<file path="config.mk">
export PLATFORM = sky130hd
export DESIGN_NAME = phase_monitor_flat
export DESIGN_NICKNAME = d
export VERILOG_FILES = /design/src/rtl/phase_monitor_pkg.sv /design/src/rtl/phase_monitor_if.sv /design/src/rtl/phase_monitor_edge_detect.sv /design/src/rtl/phase_monitor.sv /design/src/flat_wrapper.sv
export SDC_FILE = /design/constraint.sdc
export NUM_CORES = 1
export LEC_CHECK = 0
export BUFFER_PORTS_ARGS = -buffer_cell sky130_fd_sc_hd__buf_2
export CAP_MARGIN = 20
export CORE_MARGIN = 5
export CORE_UTILIZATION = 51
export DETAILED_ROUTE_END_ITERATION = 10
export GPL_ROUTABILITY_DRIVEN = 0
export HOLD_SLACK_MARGIN = 0.03
export PLACE_DENSITY = 0.72
export SKIP_CTS_REPAIR_TIMING = 1
export SYNTH_ARGS = -nofsm -noshare
export SYNTH_HDL_FRONTEND = slang
export SYNTH_SLANG_ARGS = --single-unit
</file>
<file path="constraint.sdc">
create_clock -name clk -period 1.9 [get_ports clk]
set_input_delay 0.38 -clock clk [delete_from_list [all_inputs] [get_ports clk]]
set_output_delay 0.38 -clock clk [all_outputs]
set_load 0.02 [all_outputs]
</file>
<file path="src/rtl/phase_monitor_pkg.sv">
// Shared types and default parameters for the two-phase clock monitor.
package phase_mon_pkg;

    localparam int CNT_W_DEF       = 9;
    localparam int MIN_HIGH_DEF    = 16;
    localparam int LOCK_CYCLES_DEF = 4;

    typedef enum logic [2:0] {
        HUNT    = 3'd0,
        P1_HIGH = 3'd1,
        GAP12   = 3'd2,
        P2_HIGH = 3'd3,
        GAP21   = 3'd4
    } state_t;

endpackage

</file>
<file path="src/rtl/phase_monitor_if.sv">
// Phase inputs, error clear and all monitor status outputs, plus the FSM state for observation.
interface phase_monitor_if import phase_mon_pkg::*; #(
    parameter int CNT_W = CNT_W_DEF
);
    // Plain level/strobe signals: no valid/ready handshake, every output is a registered status.
    logic             phi_1;
    logic             phi_2;
    logic             err_clr;
    logic             ph1_rise;
    logic             ph1_fall;
    logic             ph2_rise;
    logic             ph2_fall;
    logic [CNT_W-1:0] ph1_width;
    logic [CNT_W-1:0] ph2_width;
    logic [CNT_W-1:0] period;
    logic             locked;
    logic             overlap_err;
    logic             seq_err;
    logic             width_err;
    state_t           state;

    modport master (
        output phi_1, phi_2, err_clr,
        input  ph1_rise, ph1_fall, ph2_rise, ph2_fall,
        input  ph1_width, ph2_width, period, locked,
        input  overlap_err, seq_err, width_err, state
    );

    modport slave (
        input  phi_1, phi_2, err_clr,
        output ph1_rise, ph1_fall, ph2_rise, ph2_fall,
        output ph1_width, ph2_width, period, locked,
        output overlap_err, seq_err, width_err, state
    );

endinterface

</file>
<file path="src/rtl/phase_monitor_edge_detect.sv">
// Two-flop sampler for one phase with combinational edge flags and registered one-cycle strobes.
module edge_detect (
    input  logic clk,
    input  logic rst_n,
    input  logic d,
    output logic lvl,
    output logic rise_now,
    output logic fall_now,
    output logic rise,
    output logic fall
);

    logic s;
    logic p;
    logic s_vld;
    logic p_vld;

    // Edges are only trusted once p holds a real sample, so a level already
    // high when reset releases is not reported as a rising edge.
    assign lvl      = s;
    assign rise_now = p_vld & s & ~p;
    assign fall_now = p_vld & ~s & p;

    always_ff @(posedge clk or negedge rst_n) begin
        if (!rst_n) begin
            s     <= 1'b0;
            p     <= 1'b0;
            s_vld <= 1'b0;
            p_vld <= 1'b0;
            rise  <= 1'b0;
            fall  <= 1'b0;
        end else begin
            s     <= d;
            p     <= s;
            s_vld <= 1'b1;
            p_vld <= s_vld;
            rise  <= rise_now;
            fall  <= fall_now;
        end
    end

endmodule

</file>
<file path="src/rtl/phase_monitor.sv">
// Two-phase clock consumer: edge strobes, ordering/overlap/width checks, width and period
// measurement, and lock detection.
module phase_monitor import phase_mon_pkg::*; #(
    parameter int CNT_W       = CNT_W_DEF,
    parameter int MIN_HIGH    = MIN_HIGH_DEF,
    parameter int LOCK_CYCLES = LOCK_CYCLES_DEF
) (
    input  logic            clk,
    input  logic            rst_n,
    phase_monitor_if.slave  bus
);

    localparam int               LC_W    = $clog2(LOCK_CYCLES + 1);
    localparam logic [CNT_W-1:0] CNT_MAX = {CNT_W{1'b1}};
    localparam logic [CNT_W-1:0] MIN_W   = CNT_W'(MIN_HIGH);
    localparam logic [LC_W-1:0]  LOCK_N  = LC_W'(LOCK_CYCLES);
    localparam logic [CNT_W-1:0] ONE     = CNT_W'(1);

    logic s1, s2, r1, f1, r2, f2;
    logic str_r1, str_f1, str_r2, str_f2;
    logic ov, any_edge;

    state_t           state, state_nxt;
    logic [CNT_W-1:0] seg_cnt, per_cnt;
    logic [CNT_W-1:0] ph1_width, ph2_width, period;
    logic [LC_W-1:0]  lock_cnt;
    logic             overlap_err, seq_err, width_err;
    logic             set_ov, set_seq, set_wid, cap1, cap2, done;

    edge_detect u_ed1 (
        .clk(clk), .rst_n(rst_n), .d(bus.phi_1), .lvl(s1),
        .rise_now(r1), .fall_now(f1), .rise(str_r1), .fall(str_f1)
    );

    edge_detect u_ed2 (
        .clk(clk), .rst_n(rst_n), .d(bus.phi_2), .lvl(s2),
        .rise_now(r2), .fall_now(f2), .rise(str_r2), .fall(str_f2)
    );

    assign ov       = s1 & s2;
    assign any_edge = r1 | f1 | r2 | f2;

    // Overlap outranks any edge on the same sample. Zero-gap handovers (one phase
    // falling as the other rises) are legal and skip the gap state entirely.
    always_comb begin
        state_nxt = state;
        set_ov    = 1'b0;
        set_seq   = 1'b0;
        set_wid   = 1'b0;
        cap1      = 1'b0;
        cap2      = 1'b0;
        done      = 1'b0;
        if (ov) begin
            set_ov    = 1'b1;
            state_nxt = HUNT;
        end else begin
            case (state)
                HUNT: begin
                    if (r1) state_nxt = P1_HIGH;
                end
                P1_HIGH: begin
                    if (f1 && !f2) begin
                        cap1 = 1'b1;
                        if (seg_cnt < MIN_W) begin
                            set_wid   = 1'b1;
                            state_nxt = HUNT;
                        end else begin
                            state_nxt = r2 ? P2_HIGH : GAP12;
                        end
                    end else if (any_edge) begin
                        set_seq   = 1'b1;
                        state_nxt = HUNT;
                    end
                end
                GAP12: begin
                    if (r2 && !r1 && !f1) begin
                        state_nxt = P2_HIGH;
                    end else if (any_edge) begin
                        set_seq   = 1'b1;
                        state_nxt = HUNT;
                    end
                end
                P2_HIGH: begin
                    if (f2 && !f1) begin
                        cap2 = 1'b1;
                        if (seg_cnt < MIN_W) begin
                            set_wid   = 1'b1;
                            state_nxt = HUNT;
                        end else begin
                            state_nxt = r1 ? P1_HIGH : GAP21;
                            done      = r1;
                        end
                    end else if (any_edge) begin
                        set_seq   = 1'b1;
                        state_nxt = HUNT;
                    end
                end
                GAP21: begin
                    if (r1 && !r2 && !f2) begin
                        state_nxt = P1_HIGH;
                        done      = 1'b1;
                    end else if (any_edge) begin
                        set_seq   = 1'b1;
                        state_nxt = HUNT;
                    end
                end
                default: state_nxt = HUNT;
            endcase
        end
    end

    always_ff @(posedge clk or negedge rst_n) begin
        if (!rst_n) begin
            state       <= HUNT;
            seg_cnt     <= '0;
            per_cnt     <= '0;
            ph1_width   <= '0;
            ph2_width   <= '0;
            period      <= '0;
            lock_cnt    <= '0;
            overlap_err <= 1'b0;
            seq_err     <= 1'b0;
            width_err   <= 1'b0;
        end else begin
            state   <= state_nxt;
            seg_cnt <= (state_nxt != state) ? ONE :
                       (seg_cnt == CNT_MAX) ? seg_cnt : seg_cnt + ONE;
            per_cnt <= r1 ? ONE :
                       (per_cnt == CNT_MAX) ? per_cnt : per_cnt + ONE;
            if (cap1) ph1_width <= seg_cnt;
            if (cap2) ph2_width <= seg_cnt;
            if (done) period <= per_cnt;
            if (set_ov || set_seq || set_wid) begin
                lock_cnt <= '0;
            end else if (done && (lock_cnt != LOCK_N)) begin
                lock_cnt <= lock_cnt + LC_W'(1);
            end
            // A new error in the same cycle as err_clr keeps its flag set.
            overlap_err <= set_ov  | (overlap_err & ~bus.err_clr);
            seq_err     <= set_seq | (seq_err     & ~bus.err_clr);
            width_err   <= set_wid | (width_err   & ~bus.err_clr);
        end
    end

    assign bus.ph1_rise    = str_r1;
    assign bus.ph1_fall    = str_f1;
    assign bus.ph2_rise    = str_r2;
    assign bus.ph2_fall    = str_f2;
    assign bus.ph1_width   = ph1_width;
    assign bus.ph2_width   = ph2_width;
    assign bus.period      = period;
    assign bus.locked      = (lock_cnt == LOCK_N);
    assign bus.overlap_err = overlap_err;
    assign bus.seq_err     = seq_err;
    assign bus.width_err   = width_err;
    assign bus.state       = state;

endmodule

</file>
<file path="src/flat_wrapper.sv">
// flat-port wrapper written by rule: the top's interface ports become plain ports
module phase_monitor_flat import phase_mon_pkg::*;
#(
    parameter int CNT_W       = CNT_W_DEF,
    parameter int MIN_HIGH    = MIN_HIGH_DEF,
    parameter int LOCK_CYCLES = LOCK_CYCLES_DEF
)
  (clk, rst_n, bus_phi_1, bus_phi_2, bus_err_clr, bus_ph1_rise, bus_ph1_fall, bus_ph2_rise, bus_ph2_fall, bus_ph1_width, bus_ph2_width, bus_period, bus_locked, bus_overlap_err, bus_seq_err, bus_width_err, bus_state);
  phase_monitor_if #(.CNT_W(CNT_W)) bus_i ();
  input  logic clk;
  input  logic rst_n;
  input wire logic [$bits(bus_i.phi_1)-1:0] bus_phi_1;
  input wire logic [$bits(bus_i.phi_2)-1:0] bus_phi_2;
  input wire logic [$bits(bus_i.err_clr)-1:0] bus_err_clr;
  output wire logic [$bits(bus_i.ph1_rise)-1:0] bus_ph1_rise;
  output wire logic [$bits(bus_i.ph1_fall)-1:0] bus_ph1_fall;
  output wire logic [$bits(bus_i.ph2_rise)-1:0] bus_ph2_rise;
  output wire logic [$bits(bus_i.ph2_fall)-1:0] bus_ph2_fall;
  output wire logic [$bits(bus_i.ph1_width)-1:0] bus_ph1_width;
  output wire logic [$bits(bus_i.ph2_width)-1:0] bus_ph2_width;
  output wire logic [$bits(bus_i.period)-1:0] bus_period;
  output wire logic [$bits(bus_i.locked)-1:0] bus_locked;
  output wire logic [$bits(bus_i.overlap_err)-1:0] bus_overlap_err;
  output wire logic [$bits(bus_i.seq_err)-1:0] bus_seq_err;
  output wire logic [$bits(bus_i.width_err)-1:0] bus_width_err;
  output wire logic [$bits(bus_i.state)-1:0] bus_state;
  assign bus_i.phi_1 = bus_phi_1;
  assign bus_i.phi_2 = bus_phi_2;
  assign bus_i.err_clr = bus_err_clr;
  assign bus_ph1_rise = bus_i.ph1_rise;
  assign bus_ph1_fall = bus_i.ph1_fall;
  assign bus_ph2_rise = bus_i.ph2_rise;
  assign bus_ph2_fall = bus_i.ph2_fall;
  assign bus_ph1_width = bus_i.ph1_width;
  assign bus_ph2_width = bus_i.ph2_width;
  assign bus_period = bus_i.period;
  assign bus_locked = bus_i.locked;
  assign bus_overlap_err = bus_i.overlap_err;
  assign bus_seq_err = bus_i.seq_err;
  assign bus_width_err = bus_i.width_err;
  assign bus_state = bus_i.state;
  phase_monitor #(.CNT_W(CNT_W), .MIN_HIGH(MIN_HIGH), .LOCK_CYCLES(LOCK_CYCLES)) u_core (.clk(clk), .rst_n(rst_n), .bus(bus_i));
endmodule
</file>
== Word-level counts from Yosys, hierarchy flattened ==
Cells that the tools add are included.
Operators by class
  equal/unequal tests: 11
  reductions and logical operators: 15
  bitwise logic cells: 23
  $add $sub $neg: 3
  magnitude comparators: 1
  muxes and demuxes: 42
Operator list (count)
  $mux 3: 12
  $mux 9: 4
  $mux 1: 22
  $add 9x1->9 const B: 2
  $eq 9x9->1 const B: 2
  $pmux 3 s5: 1
  $and 1x1->1: 12
  $lt 9x5->1 const B: 1
  $logic_and 1x1->1: 7
  $eq 3x2->1 const B: 2
  $eq 3x3->1 const B: 2
  $or 1x1->1: 6
  $not 1->1: 5
  $logic_not 1->1: 4
  $pmux 1 s2: 2
  $pmux 1 s4: 1
  $add 3x1->3 const B: 1
  $eq 3x1->1 const B: 1
  $logic_not 3->1: 1
  $ne 3x3->1: 1
  $ne 3x3->1 const B: 1
  $logic_or 1x1->1: 2
  $ne 2x1->1 const B: 1
  $ne 2x2->1 const B: 1
  $reduce_bool 2->1: 1
Word-level totals
  bits in registers: 64
  word-level logic and storage cells: 115
  output and inout port bits: 38

== Longest topological paths before layout ==
  depth in word-level cells: 13
  mapped depth: 9

== Cells and area by module ==
Synthesis repeated with hierarchy kept, for this count alone.
Unflattened totals
  cell total of the unflattened synthesis: 251
  area total of the unflattened synthesis: 3016.6 um^2
Modules (own cells, without submodules)
  phase_monitor: area an instance 2673.8 um^2, cells an instance 233, instances 1
  edge_detect: area an instance 171.4 um^2, cells an instance 9, instances 2

== Worst setup path after synthesis ==
Ideal clock, no wire load.
  path kind: register to register
  start point: reg u_core.state[2], in the netlist u_core.bus.state[2]
  end point: reg u_core.period[4], in the netlist u_core.bus.period[4]
  path buffers: 2
  clock period less this slack: 2.168 ns
  data arrival time: 2.043 ns
  data required time: 1.775 ns
  cell stages (with the launch flop): 7
  slack: -0.268 ns
  library setup time: 0.125 ns
  cells stage by stage: dfrtp_1 > clkbuf_1 > nor2b_1 > nand4_1 > a21oi_1 > buf_4 > mux2_2
Between the ends
  word-level cells in the longest chain between the ends: 3
  elaborated cells on any way between the ends: 4
  those cells by class: 2 x eq/ne; 2 x mux
Ends and longest elaborated chain
  from (decl): line phase_monitor.sv:23  | state_t state, state_nxt;
  from (signal assigned): line phase_monitor.sv:125  | state <= state_nxt;
  $eq 3x3->1 or $eq 3x2->1 (tied branches): line phase_monitor.sv:57  | case (state)
  $pmux 1 s2 (*): line phase_monitor.sv:57
  $mux 1 (*): line phase_monitor.sv:53  | if (ov) begin
  to (signal assigned): line phase_monitor.sv:132  | if (done) period <= per_cnt;
  to (decl): line phase_monitor.sv:25  | logic [CNT_W-1:0] ph1_width, ph2_width, period;
Mark *: on every way between the ends. The rest lies on a longest branch, timed or not.
A chain may end at the register's enable or synchronous reset.

== Worst setup path in the final report ==
  start point: reg u_core.seg_cnt[7]
  end point: reg u_core.seg_cnt[0]
Between the ends
  word-level cells in the longest chain between the ends: 7
  elaborated cells on any way between the ends: 11
  those cells by class: 1 x order compare; 3 x eq/ne; 7 x mux
Ends and longest elaborated chain
  from (decl): line phase_monitor.sv:24  | logic [CNT_W-1:0] seg_cnt, per_cnt;
  from (signal assigned): line phase_monitor.sv:126  | seg_cnt <= (state_nxt != state) ? ONE :
  $lt 9x5->1: line phase_monitor.sv:64, phase_monitor.sv:86
  $mux 3, on equally long branches: line phase_monitor.sv:86, phase_monitor.sv:64
  $mux 3, on equally long branches: line phase_monitor.sv:84, phase_monitor.sv:62
  $pmux 3 s5: line phase_monitor.sv:57
  $mux 3: line phase_monitor.sv:53
  $ne 3x3->1: line phase_monitor.sv:126
  $ne 2x1->1 (no source line) or $mux 9 (tied branches)
Several ways; a longest one is shown, not always the timed one.

==> results.json <==
{
  "timing.hold.ws_ps": 23.5,
  "path_clk_slew_ps": 80,
  "root_buffer": "clkbuf_8",
  "arrival_ps": 2210,
  "slew_viol_final": 0,
  "ant_nets": 0,
  "hold_class": "in -> async",
  "layout-drive-gt1-share_pct": 45.3,
  "ys_ff_latch": 64,
  "clkSinkCount": 64,
  "yosysSeqAreaShare_pct": 54.0,
  "post-route-min-period_ps": 2000,
  "yosys-top-cells-area": "dfrtp_1, mux2_2, ha_1",
  "fill_cells": 404,
  "pre_cts_ws_ps": -83.3,
  "insertion_delay_ps": 340,
  "antenna_found_initial": 0,
  "rsz0062_at_grt": "yes",
  "cp.required_ps": 2110,
  "port_buffers": 42,
  "power.leakage_nw": 1.93,
  "grt-ovfl-total": 0,
  "first_pass_iters": 4,
  "syn_area_sq_um": 2970,
  "tns_ps": -462,
  "hold_viol": 0,
  "cts_buffer_depth": 2,
  "grt_pass1_vias": 2299,
  "wl_per_cell_um": 16.0,
  "yosysWarningCount": 0,
  "synthCells": 251,
  "synth_nets": 262,
  "p_per_area_nw_per_um2": 968,
  "drt_drc_violations_left": 0,
  "vias_per_cell": 5.51,
  "crit_fanout": 4,
  "die-area_sq_um": 7440,
  "hpwlAfterDp_mm": 4.51,
  "max_slew_margin_pct": 65.4,
  "coreArea_sq_um": 5570,
  "die_h_um": 86.3,
  "violations": "negative setup slack",
  "area_delta_synth_final_pct": 33.2,
  "grt_max_degree": 65,
  "max_freq_mhz": 501,
  "start_kind": "flip-flop",
  "cp_cell_sequence": "or4_4 > o2111ai_4 > a31o_4 > a211oi_4 > or4_1",
  "crit_slowest_cell": "or4_4",
  "routed_wl_mm": 6.68,
  "numCtsBuffers": 9,
  "drtIter0Drc": 159,
  "worst_pin_slew_ps": 514,
  "grtUsageTotal_pct": 18.7,
  "finalClockSkew_ps": 12.1,
  "cts_tree": "yes",
  "yosysTopAreaCell": "dfrtp_1",
  "route.vias.total": 2294,
  "ios": 43,
  "antenna_cells": 0,
  "critPathKind": "reg -> reg",
  "avgSynthCellArea_sq_um": 11.8,
  "die-width_um": 86.3,
  "setup_slack_ps": -95.5,
  "grt_pass1_wl_mm": 10.9,
  "cap_violations": 0,
  "crit_path_max_incr_delay_ps": 580,
  "worst_ir_drop_vdd_mv": 0.510,
  "status": "finished with violations",
  "dpl_cell_area_sq_um": 3620,
  "utilization_pct": 70.9,
  "h-tree-depth": 3,
  "fin_crit_sh_pct": 105,
  "synth_top_area_share_pct": 54.0,
  "worst_setup_path_end_kind": "flip-flop",
  "synth.distinct_cells": 49,
  "start_util_pct": 53.2,
  "row_count": 27,
  "setup_viol": 16,
  "nets": 350,
  "fin_area_sq_um": 3950
}
==> cell usage after synthesis, drive strengths merged <==
library cell / n
a32oi: 1
and3: 2
o41a: 1
nor4: 10
nor2b: 6
a31oi: 1
buf: 1
inv: 7
xor2: 7
or4: 4
a21oi: 8
nand4b: 2
and2b: 2
o221ai: 1
mux2i: 4
ha: 6
a31o: 1
a21boi: 1
nand2: 15
a21o: 4
nor2: 13
clkbuf: 7
o21ai: 8
xnor2: 7
dfrtp: 64
a211oi: 2
a22o: 1
or3: 2
a22oi: 1
nor3: 3
o22ai: 2
nor4b: 1
and4b: 2
mux2: 27
nand4: 5
nand2b: 5
nand3: 4
conb: 1
and2: 9
o2111ai: 2
a221oi: 1
==> cell usage in the layout (no fill, tap or decap), types with 3 or more instances in the layout <==
| cell | netlist | final |
|---|---|---|
| nor2_1 | 12 | 12 |
| o21ai_0 | 8 | 8 |
| a21oi_1 | 8 | 7 |
| dfrtp_1 | 64 | 61 |
| clkbuf_8 | 0 | 10 |
| nand2_1 | 15 | 15 |
| nand4_1 | 5 | 5 |
| nor2b_1 | 6 | 3 |
| dfrtp_2 | 0 | 3 |
| buf_2 | 0 | 42 |
| and2_1 | 8 | 8 |
| nor4_1 | 9 | 7 |
| ha_1 | 6 | 5 |
| inv_1 | 7 | 7 |
| mux2i_1 | 4 | 4 |
| mux2_2 | 27 | 27 |
| nor2b_2 | 0 | 3 |
| nand3_1 | 4 | 4 |
| buf_4 | 1 | 40 |
| nand2b_1 | 5 | 5 |
| xor2_1 | 7 | 7 |
| xnor2_1 | 7 | 5 |
| a21o_1 | 4 | 4 |
==> cells by family after synthesis <==
group | synth area share [%]
buf+inv | 2.07
xor+xnor | 4.14
flops | 54.0
simple gates | 16.9
other cells | 0.126
mux | 11.6
fa+ha+maj | 2.53
compound gates | 8.61
==> worst paths after layout <==
check | start | endpoint | slack [ps] | cells after the start
max | u_core.seg_cnt[7] | u_core.seg_cnt[0] | -100 | 5
min | rst_n | u_core.bus.ph2_width[0] | 20 | 2
max reg2reg | u_core.seg_cnt[7] | u_core.seg_cnt[0] | -100 | 5
min reg2reg | u_core.u_ed1.s_vld | u_core.u_ed1.p_vld | 350 | 0
max in group asynchronous | rst_n | u_core.u_ed1.lvl | 1560 | 2
min in group clk | bus_phi_2 | u_core.u_ed2.lvl | 150 | 1
==> routing by layer <==
layer | GRT usage, % | vias to the layer above | share of wire, %
met3 | 3.90 | 13 | 6.0
met4 | 9.07 | 0 | 2.3
met2 | 30.2 | 76 | 49
met5 | 0 | - | 0
met1 | 24.1 | 1121 | 43
li1 | - | 1084 | -
==> power by group <==
group,leakage [nW],internal (W),total (W),switching (W)
sequential,0.852,0.00152,0.00165,0.000132
clock,0.109,0.000779,0.00134,0.000560
combinational,0.972,0.000385,0.000838,0.000454
total,1.93,0.00268,0.00383,0.00115
==> sequential cells by signal (all words and copies together) (netlist names) <==
signal	cells
u_core.bus.overlap_err	1
u_core.bus.period	9
u_core.bus.ph1_width	9
u_core.bus.ph2_width	9
u_core.bus.seq_err	1
u_core.bus.state	3
u_core.bus.width_err	1
u_core.lock_cnt	3
u_core.per_cnt	9
u_core.seg_cnt	9
u_core.u_ed1.fall	1
u_core.u_ed1.lvl	1
u_core.u_ed1.p	1
u_core.u_ed1.p_vld	1
u_core.u_ed1.rise	1
u_core.u_ed1.s_vld	1
u_core.u_ed2.fall	1
u_core.u_ed2.lvl	1
u_core.u_ed2.p	1
u_core.u_ed2.rise	1
==> critical path: cells and delay by family (launching register included) <==
| family | cells | cell delay, ps |
|---|---|---|
| DFF | 1 | 380 |
| and+or+nand+nor | 2 | 980 |
| AOI/OAI and AO/OA | 3 | 520 |
==> final cells by class <==
class	count	area, sq um	share of cell area (%)
multi-input combinational	173	1450	36.6
sequential	64	1610	40.6
clock buffer	10	138	3.48
clock inverter	6	92.6	2.34
inverter	7	26.3	0.665
tap	72	90.1	2.28
timing repair buffer	84	551	13.9
==> metrics by stage <==
step | total power, W | instances
after global routing | 0.00401 | 416
after floorplan | 0.00210 | 251
final | 0.00383 | 416
after global placement | 0.00243 | 399
after CTS | 0.00380 | 415
after detailed placement | 0.00246 | 399
(Power assumes the default switching activity.)
